$ cat src/rtl/cache_ctrl_if.sv
// Handshake bundle between the MEM-stage pipeline/memory side (master) and the
// data-cache controller (slave).
interface cache_ctrl_if #(
  parameter int BEAT_W = 2,
  parameter int CNT_W  = 16
);
  logic [5:0]        opcode;
  logic              hit;
  logic              dirty;
  logic              mem_ack;
  logic              stall;
  logic              reg_write_enable;
  logic              cache_we;
  logic              cache_in_select;
  logic              mem_req;
  logic              mem_we;
  logic              mem_in_select;
  logic [1:0]        size;
  logic [BEAT_W-1:0] beat_idx;
  logic [CNT_W-1:0]  hit_count;
  logic [CNT_W-1:0]  miss_count;

  modport master (
    output opcode, hit, dirty, mem_ack,
    input  stall, reg_write_enable, cache_we, cache_in_select,
           mem_req, mem_we, mem_in_select, size, beat_idx,
           hit_count, miss_count
  );

  modport slave (
    input  opcode, hit, dirty, mem_ack,
    output stall, reg_write_enable, cache_we, cache_in_select,
           mem_req, mem_we, mem_in_select, size, beat_idx,
           hit_count, miss_count
  );
endinterface

$ cat src/rtl/cache_ctrl_fsm.sv
// Data-cache controller: zero-latency hits, multi-beat write-back and line fill
// over a req/ack memory handshake, saturating hit/miss statistics.
module cache_ctrl_fsm #(
  parameter int LINE_WORDS = 4,
  parameter int BEAT_W     = 2,
  parameter int CNT_W      = 16
) (
  input  logic        clk,
  input  logic        rst_b,
  cache_ctrl_if.slave bus
);
  localparam logic [5:0] OP_LW = 6'b100011;
  localparam logic [5:0] OP_LH = 6'b100001;
  localparam logic [5:0] OP_LB = 6'b100000;
  localparam logic [5:0] OP_SW = 6'b101011;
  localparam logic [5:0] OP_SH = 6'b101001;
  localparam logic [5:0] OP_SB = 6'b101000;
  localparam logic [BEAT_W-1:0] LAST_BEAT = BEAT_W'(LINE_WORDS - 1);

  typedef enum logic [1:0] {IDLE = 2'd0, WB = 2'd1, FILL = 2'd2} state_t;

  state_t            state;
  logic [BEAT_W-1:0] beat_idx;
  logic [CNT_W-1:0]  hit_count;
  logic [CNT_W-1:0]  miss_count;
  logic              is_load;
  logic              is_store;
  logic              is_mem;
  logic              last_beat;

  function automatic logic [CNT_W-1:0] sat_inc(input logic [CNT_W-1:0] v);
    return (&v) ? v : v + CNT_W'(1);
  endfunction

  always_comb begin
    is_load  = 1'b0;
    is_store = 1'b0;
    bus.size = 2'b00;
    case (bus.opcode)
      OP_LW: begin is_load  = 1'b1; bus.size = 2'b00; end
      OP_LH: begin is_load  = 1'b1; bus.size = 2'b01; end
      OP_LB: begin is_load  = 1'b1; bus.size = 2'b10; end
      OP_SW: begin is_store = 1'b1; bus.size = 2'b00; end
      OP_SH: begin is_store = 1'b1; bus.size = 2'b01; end
      OP_SB: begin is_store = 1'b1; bus.size = 2'b10; end
      default: ;
    endcase
  end

  assign is_mem    = is_load | is_store;
  assign last_beat = (beat_idx == LAST_BEAT);

  always_ff @(posedge clk or negedge rst_b) begin
    if (!rst_b) begin
      state      <= IDLE;
      beat_idx   <= '0;
      hit_count  <= '0;
      miss_count <= '0;
    end else begin
      case (state)
        IDLE: begin
          if (is_mem) begin
            if (bus.hit) begin
              hit_count <= sat_inc(hit_count);
            end else begin
              miss_count <= sat_inc(miss_count);
              beat_idx   <= '0;
              state      <= bus.dirty ? WB : FILL;
            end
          end
        end
        WB: begin
          if (bus.mem_ack) begin
            if (last_beat) begin
              beat_idx <= '0;
              state    <= FILL;
            end else begin
              beat_idx <= beat_idx + BEAT_W'(1);
            end
          end
        end
        FILL: begin
          if (bus.mem_ack) begin
            if (last_beat) begin
              beat_idx <= '0;
              state    <= IDLE;
            end else begin
              beat_idx <= beat_idx + BEAT_W'(1);
            end
          end
        end
        default: state <= IDLE;
      endcase
    end
  end

  // Select outputs follow the current state and inputs; all forced low in reset.
  always_comb begin
    bus.stall            = 1'b0;
    bus.reg_write_enable = 1'b0;
    bus.cache_we         = 1'b0;
    bus.cache_in_select  = 1'b0;
    bus.mem_req          = 1'b0;
    bus.mem_we           = 1'b0;
    bus.mem_in_select    = 1'b0;
    if (rst_b) begin
      case (state)
        IDLE: begin
          if (is_mem) begin
            if (bus.hit) begin
              bus.reg_write_enable = is_load;
              bus.cache_we         = is_store;
              bus.cache_in_select  = is_store;
            end else begin
              bus.stall = 1'b1;
            end
          end
        end
        WB: begin
          bus.stall         = 1'b1;
          bus.mem_req       = 1'b1;
          bus.mem_we        = 1'b1;
          bus.mem_in_select = 1'b1;
        end
        FILL: begin
          bus.stall    = 1'b1;
          bus.mem_req  = 1'b1;
          bus.cache_we = bus.mem_ack;
        end
        default: ;
      endcase
    end
  end

  assign bus.beat_idx   = beat_idx;
  assign bus.hit_count  = hit_count;
  assign bus.miss_count = miss_count;
endmodule

$ cat src/flat_wrapper.sv
// flat-port wrapper written by rule: the top's interface ports become plain ports
module cache_ctrl_fsm_flat 
#(
  parameter int LINE_WORDS = 4,
  parameter int BEAT_W     = 2,
  parameter int CNT_W      = 16
)
  (clk, rst_b, bus_opcode, bus_hit, bus_dirty, bus_mem_ack, bus_stall, bus_reg_write_enable, bus_cache_we, bus_cache_in_select, bus_mem_req, bus_mem_we, bus_mem_in_select, bus_size, bus_beat_idx, bus_hit_count, bus_miss_count);
  cache_ctrl_if #(.BEAT_W(BEAT_W), .CNT_W(CNT_W)) bus_i ();
  input  logic clk;
  input  logic rst_b;
  input wire logic [$bits(bus_i.opcode)-1:0] bus_opcode;
  input wire logic [$bits(bus_i.hit)-1:0] bus_hit;
  input wire logic [$bits(bus_i.dirty)-1:0] bus_dirty;
  input wire logic [$bits(bus_i.mem_ack)-1:0] bus_mem_ack;
  output wire logic [$bits(bus_i.stall)-1:0] bus_stall;
  output wire logic [$bits(bus_i.reg_write_enable)-1:0] bus_reg_write_enable;
  output wire logic [$bits(bus_i.cache_we)-1:0] bus_cache_we;
  output wire logic [$bits(bus_i.cache_in_select)-1:0] bus_cache_in_select;
  output wire logic [$bits(bus_i.mem_req)-1:0] bus_mem_req;
  output wire logic [$bits(bus_i.mem_we)-1:0] bus_mem_we;
  output wire logic [$bits(bus_i.mem_in_select)-1:0] bus_mem_in_select;
  output wire logic [$bits(bus_i.size)-1:0] bus_size;
  output wire logic [$bits(bus_i.beat_idx)-1:0] bus_beat_idx;
  output wire logic [$bits(bus_i.hit_count)-1:0] bus_hit_count;
  output wire logic [$bits(bus_i.miss_count)-1:0] bus_miss_count;
  assign bus_i.opcode = bus_opcode;
  assign bus_i.hit = bus_hit;
  assign bus_i.dirty = bus_dirty;
  assign bus_i.mem_ack = bus_mem_ack;
  assign bus_stall = bus_i.stall;
  assign bus_reg_write_enable = bus_i.reg_write_enable;
  assign bus_cache_we = bus_i.cache_we;
  assign bus_cache_in_select = bus_i.cache_in_select;
  assign bus_mem_req = bus_i.mem_req;
  assign bus_mem_we = bus_i.mem_we;
  assign bus_mem_in_select = bus_i.mem_in_select;
  assign bus_size = bus_i.size;
  assign bus_beat_idx = bus_i.beat_idx;
  assign bus_hit_count = bus_i.hit_count;
  assign bus_miss_count = bus_i.miss_count;
  cache_ctrl_fsm #(.LINE_WORDS(LINE_WORDS), .BEAT_W(BEAT_W), .CNT_W(CNT_W)) u_core (.clk(clk), .rst_b(rst_b), .bus(bus_i));
endmodule
$ cat config.mk
export PLATFORM = sky130hd
export DESIGN_NAME = cache_ctrl_fsm_flat
export DESIGN_NICKNAME = d
export VERILOG_FILES = /design/src/rtl/cache_ctrl_if.sv /design/src/rtl/cache_ctrl_fsm.sv /design/src/flat_wrapper.sv
export SDC_FILE = /design/constraint.sdc
export NUM_CORES = 1
export LEC_CHECK = 0
export ABC_AREA = 1
export CAP_MARGIN = 20
export CORE_MARGIN = 2
export CORE_UTILIZATION = 34
export DETAILED_ROUTE_END_ITERATION = 7
export DONT_BUFFER_PORTS = 1
export GPL_TIMING_DRIVEN = 1
export SLEW_MARGIN = 30
export SYNTH_ARGS = -nofsm -noshare
export SYNTH_HDL_FRONTEND = slang
export SYNTH_SLANG_ARGS = --single-unit
$ cat constraint.sdc
create_clock -name clk -period 1.6 [get_ports clk]
set_input_delay 0.4 -clock clk [delete_from_list [all_inputs] [get_ports clk]]
set_output_delay 0.4 -clock clk [all_outputs]
set_load 0.02 [all_outputs]
Word level (Yosys, flattened, before mapping) --
Index checks and enable logic that the tools add are counted.
Word-level totals: logic and storage cells 74, flip-flop bits (word level) 36, output and inout bits 43, input port bits 11
Cells by class: bitwise operators 4, equal/unequal tests 16, reduce and logical (&&, ||, !) cells 13, add/subtract/negate cells 3, muxes and demuxes 34
Operators with widths (count):
- equality test 6 bit (second input constant) | 6
- adder 16 x 1 -> 16 bit (second input constant) | 2
- AND reduction 16 bit | 2
- 2-to-1 mux 2 bit | 11
- 2-to-1 mux 1 bit | 18
- AND reduction 4 bit | 3
- inequality test 2 x 1 -> 1 bit (second input constant) | 4
- one-hot mux 2 bit (2 select lines) | 2
- inequality test 2 bit (second input constant) | 3
- one-hot mux 2 bit (3 select lines) | 1
- AND reduction 6 bit | 1
- OR reduction 2 bit | 3
- OR reduction 3 bit | 2
- equality test 2 bit (second input constant) | 2
- one-hot mux 1 bit (2 select lines) | 2
- NOT 1 bit | 3
- adder 2 x 1 -> 2 bit (second input constant) | 1
- equality test 2 x 1 -> 1 bit (second input constant) | 1
- zero test 2 bit | 1
- nonzero test 2 bit | 1
- bitwise OR 1 bit | 1

Logic depth before layout (Yosys ltp) --
depth after elaboration 7, mapped depth 9, mapped depth without buffers 8

Worst setup path after synthesis --
Ideal clock, no wire load.
path type reg-to-output, from register u_core.state[0], to output bus_cache_we, setup slack -148 ps, buffers on the path 0, data arrival time 1348 ps, data required time 1200 ps, stages on the path, launching flop included 7, cells stage by stage dfrtp_1 -> inv_1 -> ha_1 -> nand2_1 -> inv_1 -> nand4_1 -> a21oi_1
On the way: word-level cells in the longest chain between the ends 3, elaborated cells on any way between the ends 4, classes of those cells 1 x eq/ne; 2 x mux; 1 x reduce/logical
RTL lines:
- start: declaration | RTL line cache_ctrl_fsm.sv:22 | state_t state;
- start signal: assignment | RTL line cache_ctrl_fsm.sv:68 | state <= bus.dirty ? WB : FILL;
- equality test 2 bit or zero test 2 bit (tied branches) | RTL line cache_ctrl_fsm.sv:107 | case (state)
- one-hot mux 1 bit (2 select lines) (*) | RTL line cache_ctrl_fsm.sv:107
- 2-to-1 mux 1 bit (*) | RTL line cache_ctrl_fsm.sv:106 | if (rst_b) begin
- end: declaration | RTL line flat_wrapper.sv:18 | output wire logic [$bits(bus_i.cache_we)-1:0] bus_cache_we;
Mark *: on every way between the ends. The rest lies on a longest branch, timed or not.

Worst setup path in the final report --
Ends and elaborated chain as after synthesis.

==> flow_summary.json <==
{
  "core-area_um2": 7140,
  "synth_top_cell_area_share": 0.366,
  "post-route-period-util": 1.18,
  "io_buffer_count": 0,
  "synth.largest_area_cell": "dfrtp_1",
  "fin_area_um2": 3220,
  "hold_path.class": "primary input to register",
  "die_area_um2": 7940,
  "top_level_ports": 54,
  "yosys.area_share.simple": 0.447,
  "post_dp_cell_area_um2": 2920,
  "crit_required_ns": 1.20,
  "hpwlAfterDp_um": 4250,
  "synthMuxAreaShare": 0,
  "violations": "negative setup slack",
  "placed_cells": 488,
  "syn-num-nets": 366,
  "vias": 2336,
  "critPathTopFamily": "flip-flops",
  "fin_cells": 506,
  "avgSynthCellArea_um2": 7.08,
  "final_hold_viol_count": 0,
  "fin_ws_ns": -0.293,
  "cts_root_buffer": "clkbuf_8",
  "hold-worst-slack_ns": 0.243,
  "final_cell_mix": "153 x nand2_1, 48 x buf_4, 32 x dfrtp_1",
  "grt_pass1_vias": 2251,
  "routabilityCongestion": 0.818,
  "setup_violations": 4,
  "post_drt_wl_per_cell_um": 11.6,
  "fillerInstances": 744,
  "synthCells": 348,
  "ys_types": 26,
  "cts_buffer_depth": 2,
  "slew_headroom": 0.818,
  "chipWidth_um": 89.1,
  "path_clk_slew_ns": 0.08,
  "start_kind": "register",
  "drtAntennaViolNets": 0,
  "cts_tree": "yes",
  "final_common_cell": "nand2_1",
  "fin_nets": 424,
  "ys_ff_latch": 36,
  "synth_fa_ha_area_frac": 0.0356,
  "dr.pass1.iters": 4,
  "crit_chain": "inv_2 > ha_4 > nand2_4 > inv_2 > nand4_1 > a21oi_4",
  "cp_max_fo": 3,
  "final_util": 0.451,
  "dpl_worst_slack_ns": -0.0242,
  "cts_made_buffers": 5,
  "wirelength_um": 5860,
  "cp-end-kind": "output pin",
  "synth_compound_area_frac": 0.0356,
  "synth_flop_cell": "dfrtp_1",
  "via_per_inst": 4.62,
  "start_util": 0.345,
  "grt-ovfl-total": 0,
  "synth-xor-area-share": 0.0462,
  "synth_area_leaders": "dfrtp_1 37%, nand2_1 24%, inv_1 4.6%",
  "critPathSlowestCell": "dfrtp_1",
  "drc": 0,
  "cap_violations": 0,
  "area_delta_synth_final_pct": 30.7,
  "rows": 31,
  "ir_drop_mv": 0.462,
  "rsz0062_at_grt": "true",
  "die_h_um": 89.1,
  "slew_violations": 0,
  "status": "finished with violations",
  "crit_path_frequent_cell": "inv_2",
  "power_leakage_nw": 1.59,
  "clk_latency_ns": 0.29,
  "min_period_ns": 1.89,
  "synth_area_um2": 2460,
  "setup_tns_ns": -0.920,
  "dr.first_iter.drc_count": 84,
  "ys_seq_area_frac": 0.366,
  "finClkSkew_ns": 0.00405,
  "yosysWarnings": 0,
  "drive_gt1_frac": 0.241,
  "path_buf_inv": 2,
  "numClockSinks": 36,
  "worst_slew_pin_slew_ns": 0.273,
  "grt_pass1_wl_um": 9850,
  "powerDensity_nw_per_um2": 924,
  "h-tree-depth": 2,
  "ys_async_sr_fraction": 1.00,
  "num_antenna_cells": 0,
  "grt_max_degree": 37,
  "finalPower_mw": 2.97,
  "criticalPathCategory": "register to output pin",
  "critPathMaxStageDelay_ns": 0.39,
  "antenna_found_initial": 0,
  "synth_top_family_by_area": "simple AND/OR/NAND/NOR gates",
  "max_freq_ghz": 0.528,
  "synth-edff-count": 0,
  "gr-usage-all-layers": 0.158,
  "worstPathArrival_ns": 1.49
}
[synth_stat cells (2+ instances only)]
master    instances
xnor2_1          12
dfrtp_1          36
nand2_1         157
o21ai_0          12
nand4_1          13
inv_2             2
nand3_1          17
nor2_2            3
buf_6             4
a21oi_1           3
nor2_8            2
nand2_4           2
nand3b_1          3
nor3_1            3
inv_1            30
ha_1              7
nor2_1           30
nand3_4           3
nor2_4            2
[worst paths after layout]
check                                     startpoint                        end  slack (ns)  cells past startpoint
setup / recovery                     u_core.state[0]               bus_cache_we       -0.29                      6
hold reg to reg            u_core.bus.miss_count[11]  u_core.bus.miss_count[11]        0.56                      2
min in group asynchronous                      rst_b  u_core.bus.miss_count[14]        0.58                      2
setup reg to reg                     u_core.state[0]   u_core.bus.miss_count[6]        0.11                      9
hold / removal                             bus_dirty            u_core.state[0]        0.24                      2
max in group asynchronous                      rst_b    u_core.bus.hit_count[0]        0.81                      2
[layer usage]
metal	vias to the layer above	global-route usage	part of all wire
li1	1223	-	-
met1	1057	0.183	0.44
met2	50	0.279	0.49
met3	6	0.0563	0.060
met4	0	0.0380	0.0087
met5	-	0	0
[report_power, final]
part	switching, mW	total, mW	internal [mW]
clock	0.339	0.690	0.352
combinational	0.644	1.15	0.504
sequential	0.113	1.14	1.02
[timing repair]
| action | 4_1_cts | 5_1_grt |
|---|---|---|
| hold endpoints to repair | 36 | 0 |
| resized for setup | 15 | 18 |
| gates cloned | 0 | 2 |
| hold buffers | 2 | 0 |
| endpoints found under the setup margin | 7 | 36 |
| pin swaps | 6 | 5 |
| setup buffers | 3 | 5 |
[registers in the layout (all words and copies together), names as in the netlist]
name and count:
u_core.bus.beat_idx 2, u_core.bus.hit_count 16, u_core.state 2, u_core.bus.miss_count 16
[cell families (layout without fill, tap and decap cells)]
family,Yosys count,count (layout)
flops,36,36
compound gates,17,17
xor+xnor,13,13
fa+ha+maj,7,7
buf+inv,37,96
simple gates,238,238
[final cells by class]
type                            count  area [um2]  share of cell area
Tap cell                           99         124              0.0385
Clock buffer                        8        90.1              0.0280
Sequential cell                    36         906               0.281
Inverter                           32         138              0.0428
Timing Repair Buffer               56         474               0.147
Multi-Input combinational cell    275        1490               0.462
[worst reg2reg max path, stage by stage (launching register included)]
cell and delay [ns]:
dfrtp_1 0.39, inv_2 0.08, ha_4 0.16, nand4_1 0.14, nor2_4 0.14, buf_6 0.12
nand2_4 0.08, buf_6 0.14, nand2_1 0.05, o21ai_0 0.08
Power figures use the tool's default switching activity.
